<file path="src/rtl/encoder_pkg.sv">
// Shared widths and encode helpers for the 4-to-2 priority encoder.
package encoder_pkg;

  localparam int unsigned ENC_IN_W  = 4;
  localparam int unsigned ENC_OUT_W = 2;

  function automatic logic [ENC_OUT_W-1:0] prio_enc(input logic [ENC_IN_W-1:0] i,
                                                    input logic msb_first);
    logic [ENC_OUT_W-1:0] idx;
    idx = 2'b00;
    if (msb_first) begin
      if      (i[3]) idx = 2'd3;
      else if (i[2]) idx = 2'd2;
      else if (i[1]) idx = 2'd1;
      else           idx = 2'd0;
    end else begin
      if      (i[0]) idx = 2'd0;
      else if (i[1]) idx = 2'd1;
      else if (i[2]) idx = 2'd2;
      else if (i[3]) idx = 2'd3;
      else           idx = 2'd0;
    end
    return idx;
  endfunction

  // Clearing the lowest set bit leaves something only if two or more bits were set.
  function automatic logic popcnt_ge2(input logic [ENC_IN_W-1:0] i);
    return (i & (i - 4'd1)) != 4'd0;
  endfunction

endpackage

</file>
<file path="src/rtl/encoder_4_2_core.sv">
// Combinational encode of the request vector: index, valid and multi-request flag.
module encoder_4_2_core
  import encoder_pkg::*;
#(
  parameter int unsigned MSB_PRIORITY = 1
) (
  input  logic [ENC_IN_W-1:0]  req_i,
  output logic [ENC_OUT_W-1:0] y_nxt_o,
  output logic                 v_nxt_o,
  output logic                 multi_nxt_o
);

  always_comb begin
    y_nxt_o     = prio_enc(req_i, MSB_PRIORITY != 0);
    v_nxt_o     = |req_i;
    multi_nxt_o = popcnt_ge2(req_i);
  end

endmodule

</file>
<file path="src/rtl/encoder_4_2.sv">
// 4-to-2 priority encoder with registered index, valid and multi-request outputs.
module encoder_4_2
  import encoder_pkg::*;
#(
  parameter int unsigned MSB_PRIORITY = 1,
  parameter int unsigned HOLD_INVALID = 0
) (
  input  logic                 clk,
  input  logic                 rst,
  input  logic                 en,
  input  logic [ENC_IN_W-1:0]  I,
  output logic [ENC_OUT_W-1:0] Y,
  output logic                 V,
  output logic                 multi,
  output logic [ENC_OUT_W-1:0] y_nxt,
  output logic                 v_nxt
);

  logic                 multi_nxt;
  logic [ENC_OUT_W-1:0] y_d, y_q;
  logic                 v_d, v_q;
  logic                 multi_d, multi_q;

  encoder_4_2_core #(
    .MSB_PRIORITY(MSB_PRIORITY)
  ) u_core (
    .req_i      (I),
    .y_nxt_o    (y_nxt),
    .v_nxt_o    (v_nxt),
    .multi_nxt_o(multi_nxt)
  );

  always_comb begin
    y_d     = y_q;
    v_d     = v_q;
    multi_d = multi_q;
    if (en) begin
      v_d     = v_nxt;
      multi_d = multi_nxt;
      // An empty request either keeps the last index or lets the core's 2'b00 through.
      if (!v_nxt && (HOLD_INVALID != 0)) y_d = y_q;
      else                               y_d = y_nxt;
    end
  end

  always_ff @(posedge clk) begin
    if (rst) begin
      y_q     <= '0;
      v_q     <= 1'b0;
      multi_q <= 1'b0;
    end else begin
      y_q     <= y_d;
      v_q     <= v_d;
      multi_q <= multi_d;
    end
  end

  assign Y     = y_q;
  assign V     = v_q;
  assign multi = multi_q;

endmodule

</file>
<file path="config.mk">
export PLATFORM = sky130hd
export DESIGN_NAME = encoder_4_2
export DESIGN_NICKNAME = d
export VERILOG_FILES = /design/src/rtl/encoder_pkg.sv /design/src/rtl/encoder_4_2_core.sv /design/src/rtl/encoder_4_2.sv
export SDC_FILE = /design/constraint.sdc
export NUM_CORES = 1
export LEC_CHECK = 0
export BUFFER_PORTS_ARGS = -buffer_cell sky130_fd_sc_hd__buf_2
export CELL_PAD_IN_SITES_DETAIL_PLACEMENT = 1
export CELL_PAD_IN_SITES_GLOBAL_PLACEMENT = 1
export CORE_AREA = 2 2 39 41
export DETAILED_ROUTE_END_ITERATION = 12
export DIE_AREA = 0 0 41 43
export GPL_TIMING_DRIVEN = 0
export PLACE_DENSITY_LB_ADDON = 0.1
export SETUP_SLACK_MARGIN = 0.02
export SYNTH_ARGS = -nofsm -noshare
export SYNTH_HDL_FRONTEND = slang
export SYNTH_SLANG_ARGS = --single-unit
export TNS_END_PERCENT = 30
</file>
<file path="constraint.sdc">
create_clock -name clk -period 1.7 [get_ports clk]
set_input_delay 0.17 -clock clk [delete_from_list [all_inputs] [get_ports clk]]
set_output_delay 0.17 -clock clk [all_outputs]
set_load 0.005 [all_outputs]
</file>
### After elaboration in Yosys (flattened, before gate mapping)

Index checks and enable logic that the tools add are counted.
W data, S select, Z words.

* register bits after elaboration: 4
* input bits: 7
* output and inout bits: 7
* logic and storage cells: 10

* add/sub/neg operators: 1
* muxes and demuxes: 3
* bitwise logic cells: 1
* reductions and logical operators: 2

Operators with widths (count)
* $and A4 B4 Y4: 1
* $mux W2: 2
* $reduce_bool A4 Y1: 1
* $reduce_or A4 Y1: 1
* $sub A4 B1 Y4 const B: 1
* $mux W1: 1

### Logic depth before layout (Yosys ltp)

* depth after elaboration: 3
* gate-level depth with buffers: 3
* gate-level depth less buffers: 3

### By module

From an unflattened synthesis, not the netlist that was laid out.

* cell total of the unflattened synthesis: 20
* area total of the unflattened synthesis: 185.2 um^2

By module, submodules not included
* encoder_4_2: times used 1, cells each 13, area an instance 140.1 um^2, sequential area each 80.1 um^2
* encoder_4_2_core: times used 1, cells each 7, area an instance 45.0 um^2, sequential area each 0.0 um^2

### Worst setup path before layout

Ideal clock, no wire load.

* kind: in2reg
* from: input I[1]
* to: register v_q (netlist: V)
* setup time: 0.114 ns
* arrival: 0.871 ns
* required time: 1.586 ns
* setup slack: 0.715 ns
* cell stages on the path: 3
* buffers on the path: 0
* cell sequence: or4_4 mux2i_1 nor2_1

* word-level cells in the longest chain between the ends: 1

RTL lines
* start: declaration: RTL line encoder_4_2.sv:11 `input logic [ENC_IN_W-1:0] I,`
* $reduce_or A4 Y1: RTL line encoder_4_2_core.sv:15 `v_nxt_o = |req_i;`
* end signal: assignment: RTL line encoder_4_2.sv:53 `v_q <= v_d;`
* end: declaration: RTL line encoder_4_2.sv:21 `logic v_d, v_q;`

Every way passes these cells.
A chain may end at the register's enable or synchronous reset.

### Final worst setup path

* from: input I[1]
* to: output v_nxt

* word-level cells in the longest chain between the ends: 1

RTL lines
* $reduce_or A4 Y1: RTL line encoder_4_2_core.sv:15
* end: declaration: RTL line encoder_4_2.sv:16 `output logic v_nxt`

Every way passes these cells.

==> flow_metrics.py <==
metrics = {
    "setup_path": {
        "required_ns": 1.53,
        "startpoint_type": "input pin",
        "timing.rr.end": "multi$_SDFFE_PP0P_",
        "arrival_ns": 0.97,
        "cp-end-kind": "output pin",
        "critical_path_class": "input pin to output pin",
        "worstReg2RegStart": "multi$_SDFFE_PP0P_",
        "reg2reg_depth": 2,
        "critical_path.startpoint": "I[1]",
        "r2r_slack_ns": 0.98,
        "crit_fanout": 4,
    },
    "final_layout": {
        "drive_gt1_frac": 0.486,
        "area_growth_pct": 53.2,
        "layout_common_cells": "buf_2 (12), dfxtp_1 (4), inv_1 (4), nor2_1 (4), clkbuf_4 (3)",
        "diodes": 0,
        "nets": 46,
        "final_area_um2": 295,
        "utilization": 0.213,
        "final_common_cell": "buf_2",
    },
    "floorplanning": {
        "core-area_um2": 1380,
        "die_area_um2": 1760,
        "initial_core_util": 0.139,
        "num_io_pins": 14,
        "fp-row-count": 14,
        "chipWidth_um": 41,
        "die_h_um": 43,
    },
    "routing": {
        "avgRoutedWirePerCell_um": 9.66,
        "routed_wl_um": 512,
        "drc": 0,
        "via_per_inst": 3.81,
        "detail-route-antenna-nets": 0,
        "firstDrtPassIters": 2,
        "drt_iter0_drc": 1,
        "vias": 202,
    },
    "timing": {
        "finalHoldViolCount": 0,
        "relSlewSlack": 0.803,
        "setup_violations": 0,
        "tightest_slew_ns": 0.292,
        "fin_skew_ns": 0,
        "max_freq_mhz": 879,
        "slew_viol_final": 0,
        "setup_tns_ns": 0,
        "whs_ns": 0.160,
        "period_share": 0.670,
        "period_minus_slack_ns": 1.14,
        "rsz0062_at_grt": "false",
    },
    "synth": {
        "syn_inst": 22,
        "synth_cell_types": 12,
        "synth_nets": 29,
        "synth-seq-cells": 4,
        "synth_top_area_share": 0.416,
        "yosysWarnings": 0,
        "avgSynthCellArea_um2": 8.76,
        "synth_top_area_cell": "dfxtp_1",
        "yosysSeqAreaShare": 0.416,
        "netlist_area_um2": 193,
        "netlist_top_cells_area": "dfxtp_1 (42%), mux2i_1 (10%), inv_1 (7.8%), nor2_1 (7.8%), or4_4 (5.8%)",
    },
    "job": {
        "cap_violations": 0,
    },
    "clocking": {
        "cts_buffer_depth": 2,
        "post_cts_resized": 0,
        "h-tree-depth": 1,
        "post-cts-setup-buffer-count": 0,
        "cts_buffers": 3,
        "clk_latency_ns": 0.23,
        "holdBufCountCts": 0,
        "clk_pin_slew_ns": 0.04,
        "cts_tree": "done",
        "clkSinkCount": 4,
        "root_buffer": "clkbuf_4",
    },
    "power_and_ir_drop": {
        "irDropWorstVdd_v": 0.000191,
        "p_leak_nw": 0.147,
        "powerDensity_nw_per_um2": 893,
        "finalPower_mw": 0.264,
    },
    "global_route": {
        "grt_pass1_vias": 217,
        "overflow": 0,
        "grt_pass1_wl_um": 807,
        "grt_max_degree": 7,
        "antenna_found_initial": 0,
        "grt_usage": 0.0731,
    },
    "placed_design": {
        "port-buffer-count": 12,
        "placed_area_um2": 273,
        "hpwl_um": 431,
        "gp_congestion": 0.628,
    },
    "worst_hold_path": {
        "worstHoldStart": "rst",
        "hold_end": "Y[0]$_SDFFE_PP0P_",
        "hold_depth": 2,
        "worstHoldPathType": "input pin to flop",
    },
    "status": {
        "status": "finished clean",
    },
}
[worst max-delay path, cell delays in order]
cell and delay, ns:
buf_2 0.12, or4_4 0.53, buf_2 0.14
[cells by family (layout without fill, tap and decap cells)]
kind of cell	count (synthesis)	in the layout	synth area share
muxes	2	2	0.104
and+or+nand+nor	6	6	0.169
AOI/OAI and AO/OA	4	4	0.156
DFF	4	4	0.416
buffers and inverters	5	20	0.104
adders and majority gates	1	1	0.0520
[flip-flops by register name (all words and copies together) (netlist names)]
name / flops
Y: 2
V: 1
multi: 1
[where the power goes]
group          total [mW]  internal [mW]  switching (mW)  leakage (nW)
registers           0.105          0.102         0.00318        0.0334
logic              0.0423         0.0216          0.0207         0.100
clock network       0.116         0.0789          0.0374        0.0138
[worst max path at each step]
| stage | slack [ns] | depth (start not counted) | endpoint |
|---|---|---|---|
| floorplan | 0.71 | 3 | V$_SDFFE_PP0P_ |
| global placement | 0.56 | 3 | v_nxt |
| detailed placement | 0.56 | 4 | V$_SDFFE_PP0P_ |
| CTS | 0.56 | 3 | v_nxt |
| global route | 0.55 | 3 | v_nxt |
| finish | 0.56 | 3 | v_nxt |
[synth_stat cells, drive strengths merged]
cell / n
or4: 1
mux2i: 2
clkbuf: 1
dfxtp: 4
maj3: 1
a21oi: 1
o32ai: 1
nor2: 4
a211oi: 1
inv: 4
or2: 1
o311ai: 1
[metrics by stage]
stage,worst slack (ns),cells
finish,0.562,53
floorplan,0.715,22
global route,0.546,53
global placement,0.563,50
detailed placement,0.558,50
CTS,0.563,53
[per-layer routing]
layer,global-route usage,part of all wire
met4,0.100,0
met1,0.0767,0.44
met5,0,0
met2,0.0938,0.50
met3,0.0209,0.064
[cell type report]
cell class / instances / area [µm²]
fill: 173 / 1090
multi-input combinational: 13 / 92.6
sequential: 4 / 80.1
timing repair buffer: 12 / 60.1
clock buffer: 3 / 22.5
tap: 16 / 20.0
inverter: 4 / 15.0
buffer: 1 / 5.00
Power figures use the tool's default switching activity.
